**src/rtl/stream_reorder.sv**
```systemverilog
// Streaming-operator engine: collects a frame of 1..MAX_WORDS words, applies
// {<< S {w0..wN-1}} or {>> {w0..wN-1}}, and emits the result word-serially.
module stream_reorder #(
  parameter int DATA_W    = 32,
  parameter int MAX_WORDS = 2,
  parameter int SL_W      = $clog2(DATA_W) + 1,
  parameter int CNT_W     = $clog2(MAX_WORDS + 1)
) (
  input  logic              clk,
  input  logic              rst,
  input  logic              cfg_dir,
  input  logic [SL_W-1:0]   cfg_slice_log2,
  input  logic [CNT_W-1:0]  cfg_words,
  input  logic              in_valid,
  output logic              in_ready,
  input  logic [DATA_W-1:0] in_data,
  output logic              out_valid,
  input  logic              out_ready,
  output logic [DATA_W-1:0] out_data,
  output logic              out_last,
  output logic              busy
);

  // state   | meaning
  // COLLECT | accepting input beats into the frame buffer
  // EMIT    | presenting reordered words, no input accepted

  localparam int LOG2W = $clog2(DATA_W);
  localparam int TOT   = DATA_W * MAX_WORDS;
  localparam int IDX_W = (TOT > 1) ? $clog2(TOT) : 1;

  typedef enum logic {COLLECT, EMIT} state_t;

  state_t             state, state_nxt;
  logic [CNT_W-1:0]   cnt, cnt_nxt;
  logic [CNT_W-1:0]   j, j_nxt;
  logic [CNT_W-1:0]   n_q;
  logic               dir_q;
  logic [SL_W-1:0]    slice_q;
  logic [DATA_W-1:0]  buffer [MAX_WORDS];

  logic [CNT_W-1:0]   words_clamp;
  logic [CNT_W-1:0]   n_eff;
  logic [SL_W-1:0]    slice_clamp;
  logic               in_fire;
  logic               out_fire;
  logic [TOT-1:0]     vec;
  logic [TOT-1:0]     res;
  logic [DATA_W-1:0]  out_word;

  always_comb begin
    words_clamp = cfg_words;
    if (cfg_words == '0)
      words_clamp = CNT_W'(1);
    else if (cfg_words > CNT_W'(MAX_WORDS))
      words_clamp = CNT_W'(MAX_WORDS);
    slice_clamp = (cfg_slice_log2 > SL_W'(LOG2W)) ? SL_W'(LOG2W) : cfg_slice_log2;
  end

  // The first beat of a frame must already use the incoming word count.
  assign n_eff = (cnt == '0) ? words_clamp : n_q;

  assign in_ready  = !rst && (state == COLLECT);
  assign out_valid = (state == EMIT);
  assign out_last  = out_valid && (j == n_q - CNT_W'(1));
  assign busy      = (state == EMIT) || (cnt != '0);
  assign out_data  = out_valid ? out_word : '0;

  assign in_fire  = in_valid && in_ready;
  assign out_fire = out_valid && out_ready;

  always_comb begin
    state_nxt = state;
    cnt_nxt   = cnt;
    j_nxt     = j;
    case (state)
      COLLECT: begin
        if (in_fire) begin
          if (cnt + CNT_W'(1) == n_eff) begin
            state_nxt = EMIT;
            cnt_nxt   = '0;
          end else begin
            cnt_nxt = cnt + CNT_W'(1);
          end
        end
      end
      EMIT: begin
        if (out_fire) begin
          if (j == n_q - CNT_W'(1)) begin
            state_nxt = COLLECT;
            j_nxt     = '0;
          end else begin
            j_nxt = j + CNT_W'(1);
          end
        end
      end
      default: state_nxt = COLLECT;
    endcase
  end

  always_ff @(posedge clk or posedge rst) begin
    if (rst) begin
      state   <= COLLECT;
      cnt     <= '0;
      j       <= '0;
      n_q     <= '0;
      dir_q   <= 1'b0;
      slice_q <= '0;
      for (int k = 0; k < MAX_WORDS; k++)
        buffer[k] <= '0;
    end else begin
      state <= state_nxt;
      cnt   <= cnt_nxt;
      j     <= j_nxt;
      if (in_fire) begin
        if (cnt == '0) begin
          dir_q   <= cfg_dir;
          slice_q <= slice_clamp;
          n_q     <= words_clamp;
        end
        for (int k = 0; k < MAX_WORDS; k++)
          if (cnt == CNT_W'(k))
            buffer[k] <= in_data;
      end
    end
  end

  // Slice reversal = full bit reversal of V followed by bit reversal inside
  // each slice; the latter is an XOR of the bit index with (S-1).
  always_comb begin
    int n_i;
    int len;
    int s_m1;
    vec  = '0;
    res  = '0;
    n_i  = int'(n_q);
    len  = n_i * DATA_W;
    s_m1 = (1 << int'(slice_q)) - 1;
    for (int k = 0; k < MAX_WORDS; k++)
      if (k < n_i)
        vec[IDX_W'((n_i - 1 - k) * DATA_W) +: DATA_W] = buffer[k];
    if (dir_q) begin
      for (int i = 0; i < TOT; i++)
        if (i < len)
          res[IDX_W'(i)] = vec[IDX_W'(len - 1 - (i ^ s_m1))];
    end else begin
      res = vec;
    end
    out_word = res[IDX_W'((n_i - 1 - int'(j)) * DATA_W) +: DATA_W];
  end

endmodule
```
**config.mk**
```make
export PLATFORM = sky130hd
export DESIGN_NAME = stream_reorder
export DESIGN_NICKNAME = d
export VERILOG_FILES = /design/src/rtl/stream_reorder.sv
export SDC_FILE = /design/constraint.sdc
export NUM_CORES = 1
export LEC_CHECK = 0
export ABC_CLOCK_PERIOD_IN_PS = 4550
export BUFFER_PORTS_ARGS = -buffer_cell sky130_fd_sc_hd__buf_2
export CAP_MARGIN = 20
export CORE_MARGIN = 5
export CORE_UTILIZATION = 55
export CTS_CLUSTER_DIAMETER = 60
export DETAILED_ROUTE_END_ITERATION = 12
export GPL_ROUTABILITY_DRIVEN = 0
export PLACE_DENSITY = 0.87
export SLEW_MARGIN = 20
export SYNTH_ARGS = -nofsm -noshare
export SYNTH_HDL_FRONTEND = slang
export SYNTH_SLANG_ARGS = --single-unit
```
**constraint.sdc**
```tcl
create_clock -name clk -period 4.55 [get_ports clk]
set_input_delay 0.2275 -clock clk [delete_from_list [all_inputs] [get_ports clk]]
set_output_delay 0.2275 -clock clk [all_outputs]
set_load 0.02 [all_outputs]
```
==> qor.yml <==
clocking:
  htreeDepth: 3
  clk-insertion-delay-late_ns: 0.37
  cts_tree: "done"
  root_buffer: "clkbuf_8"
  clock_sinks: 78
  cts_buffers: 9
  clock_path_buffers: 2
  path_clk_slew_ns: 0.08
route:
  drtPass1Iterations: 10
  drt-wirelength-per-cell_um: 23.0
  antenna_left: 0
  viasPerCell: 7.44
  vias: 5961
  drt_iter0_markers: 1129
  drt_wl_total_um: 18400
  drc_errors: 0
worst_setup_path:
  cp_top_family: "compound AO/OA/AOI/OAI gates"
  slowest_delay_ns: 0.55
  cp_data_arrival_time_ns: 4.06
  r2r_slack_ns: 2.30
  cp.required_ns: 4.32
  crit_slowest_cell: "dfrtp_1"
  cp-start-kind: "flip-flop"
  r2r-end: "j[1]$_DFFE_PP0P_"
  worstSetupEndpoint: "out_data[30]"
  r2r-start: "n_q[0]$_DFFE_PP0P_"
  cp_max_fo: 45
  cp-end-kind: "primary output"
  crit_start: "n_q[0]$_DFFE_PP0P_"
  path_class: "reg -> out"
  crit_top_cell: "mux2i_1"
  crit_buf_inv: 2
  path_depth: 10
  reg2reg_depth: 5
  path_cells: "ha_1 -> nor3b_4 -> buf_4 -> a22o_1 -> mux2i_1 -> a222oi_1 -> mux2i_1 -> o21a_1 -> a221oi_1 -> buf_2"
grt:
  grt_max_degree: 66
  gr-total-overflow: 0
  antenna_found_initial: 0
  grt_pass1_vias: 5609
  grt_pass1_wl_um: 29500
  grt_usage_pct: 28.4
timing:
  worst_slew_pin_slew_ns: 0.983
  setup_viol: 0
  slew-limit-headroom_pct: 34.5
  min_period_ns: 4.29
  fin_skew_ns: 0.0141
  slew_viol_final: 0
  fin_setup_tns_ns: 0
  rsz0062_at_grt: "no"
  period_share_pct: 94.2
  final_hold_viol_count: 0
  max_freq_mhz: 233
synth:
  synthesis.instances: 613
  async_flop_share_pct: 100
  ys_warn_count: 0
  yosys.area.top_type_share_pct: 33.1
  syn-num-nets: 663
  ys_seq_elements: 78
  ys_types: 56
  synth_most_common_cell: "dfrtp_1"
  avgSynthCellArea_sq_um: 9.62
  synth_top_flop_cell: "dfrtp_1"
  syn_area_sq_um: 5900
  synthTopCellsByArea: "dfrtp_1 (33%), mux2_2 (14%), mux2i_1 (7.3%), a221oi_1 (7.3%), a22oi_1 (3.2%)"
  synthTopCellsByCount: "dfrtp_1 (78), mux2_2 (74), a221oi_1 (49)"
  synth_top_area_cell: "dfrtp_1"
  synth_edf_count: 0
  ys_seq_area_share_pct: 33.1
layout:
  final_nets: 710
  area_growth_pct: 11.5
  num-fill-cells: 827
  diodes: 0
  layout-drive-gt1-share_pct: 30.1
status:
  status: "completed"
die:
  start_util_pct: 56.9
  rows: 37
  design.core.area_sq_um: 10400
  die_width_um: 114
  die_y_um: 114
  ios: 81
  dieArea_sq_um: 12900
place:
  port_buffers: 79
  dp_hpwl_um: 13200
hold_path:
  holdCritPathClass: "in -> reg"
job:
  cap_viol_max_count: 0
==> layout make-up <==
class	instances	area, sq um	area share, %
tap	136	170	2.59
multi-input combinational	461	3660	55.6
clock inverter	7	75.1	1.14
timing repair buffer	97	546	8.30
sequential	78	1950	29.7
clock buffer	9	124	1.88
inverter	13	51.3	0.780
==> layer usage <==
metal  global-route usage, %  share of wire, %  up-vias  routed length, um
li1                        -                 -     2524                  -
met1                    37.5                39     2802               7180
met2                    42.2                43      502               7880
met3                    8.33                13      133               2350
met4                    14.8               5.6        0               1030
met5                       0                 0        -                  0
==> cell usage in the layout, fill, tap and decap left out, types with 8 or more instances in the layout <==
cell type and instances:
mux2i_1 43, a221oi_1 49, inv_1 11, nand2_1 30
o22ai_1 11, clkbuf_8 9, buf_4 16, nor3_1 13
a21oi_1 22, nor2_1 28, o21ai_0 28, a22oi_1 25
a22o_1 15, dfrtp_1 78, mux2_2 74, o21a_1 8
a211oi_1 15, buf_2 79
==> registers in the layout, indices dropped and copies added (netlist names) <==
register   cells
buffer        64
slice_q        6
cnt            2
j              2
n_q            2
dir_q          1
out_valid      1
==> worst min-delay path by stage <==
stage | startpoint | to | slack [ns] | cells past startpoint
after floorplan | out_ready | out_valid$_DFF_PP0_ | 0.31 | 1
final | out_ready | out_valid$_DFF_PP0_ | 0.05 | 2
after detailed placement | rst | j[0]$_DFFE_PP0P_ | 0.21 | 2
after global placement | rst | out_valid$_DFF_PP0_ | 0.19 | 2
after CTS | out_ready | out_valid$_DFF_PP0_ | 0.04 | 2
after global routing | out_ready | out_valid$_DFF_PP0_ | 0.06 | 2
==> repair_timing <==
action	CTS	global route
buffers inserted	0	2
gates resized for setup	0	2
hold buffers	1	0
hold endpoints to repair	14	0
setup endpoints to repair	0	7
==> cells by family (layout without fill, tap and decap cells) <==
logic type	count (synthesis)	count (layout)	share of synthesized area [%]
AO/OA/AOI/OAI	230	230	29.5
XOR/XNOR	7	7	1.04
adder cells (fa/ha/maj)	5	5	1.06
buffers and inverters	74	126	5.45
flip-flops	78	78	33.1
multiplexers	117	117	21.4
AND/OR/NAND/NOR	102	102	8.36
==> metrics by stage <==
step                hold WS [ns]  worst slack, ns  instance area, sq um  cells  utilization [%]
floorplan                  0.314            0.385                  5900    613                -
global placement           0.194            0.693                  6340    782             61.2
detailed placement         0.212            0.559                  6340    782             61.2
CTS                       0.0402            0.138                  6550    799             63.2
global route              0.0568           0.0718                  6570    801             63.4
finish                    0.0548            0.262                  6570    801             63.4
Power is not shown: default switching activity piles up to over one toggle a cycle in this logic, so the estimate is an artifact.
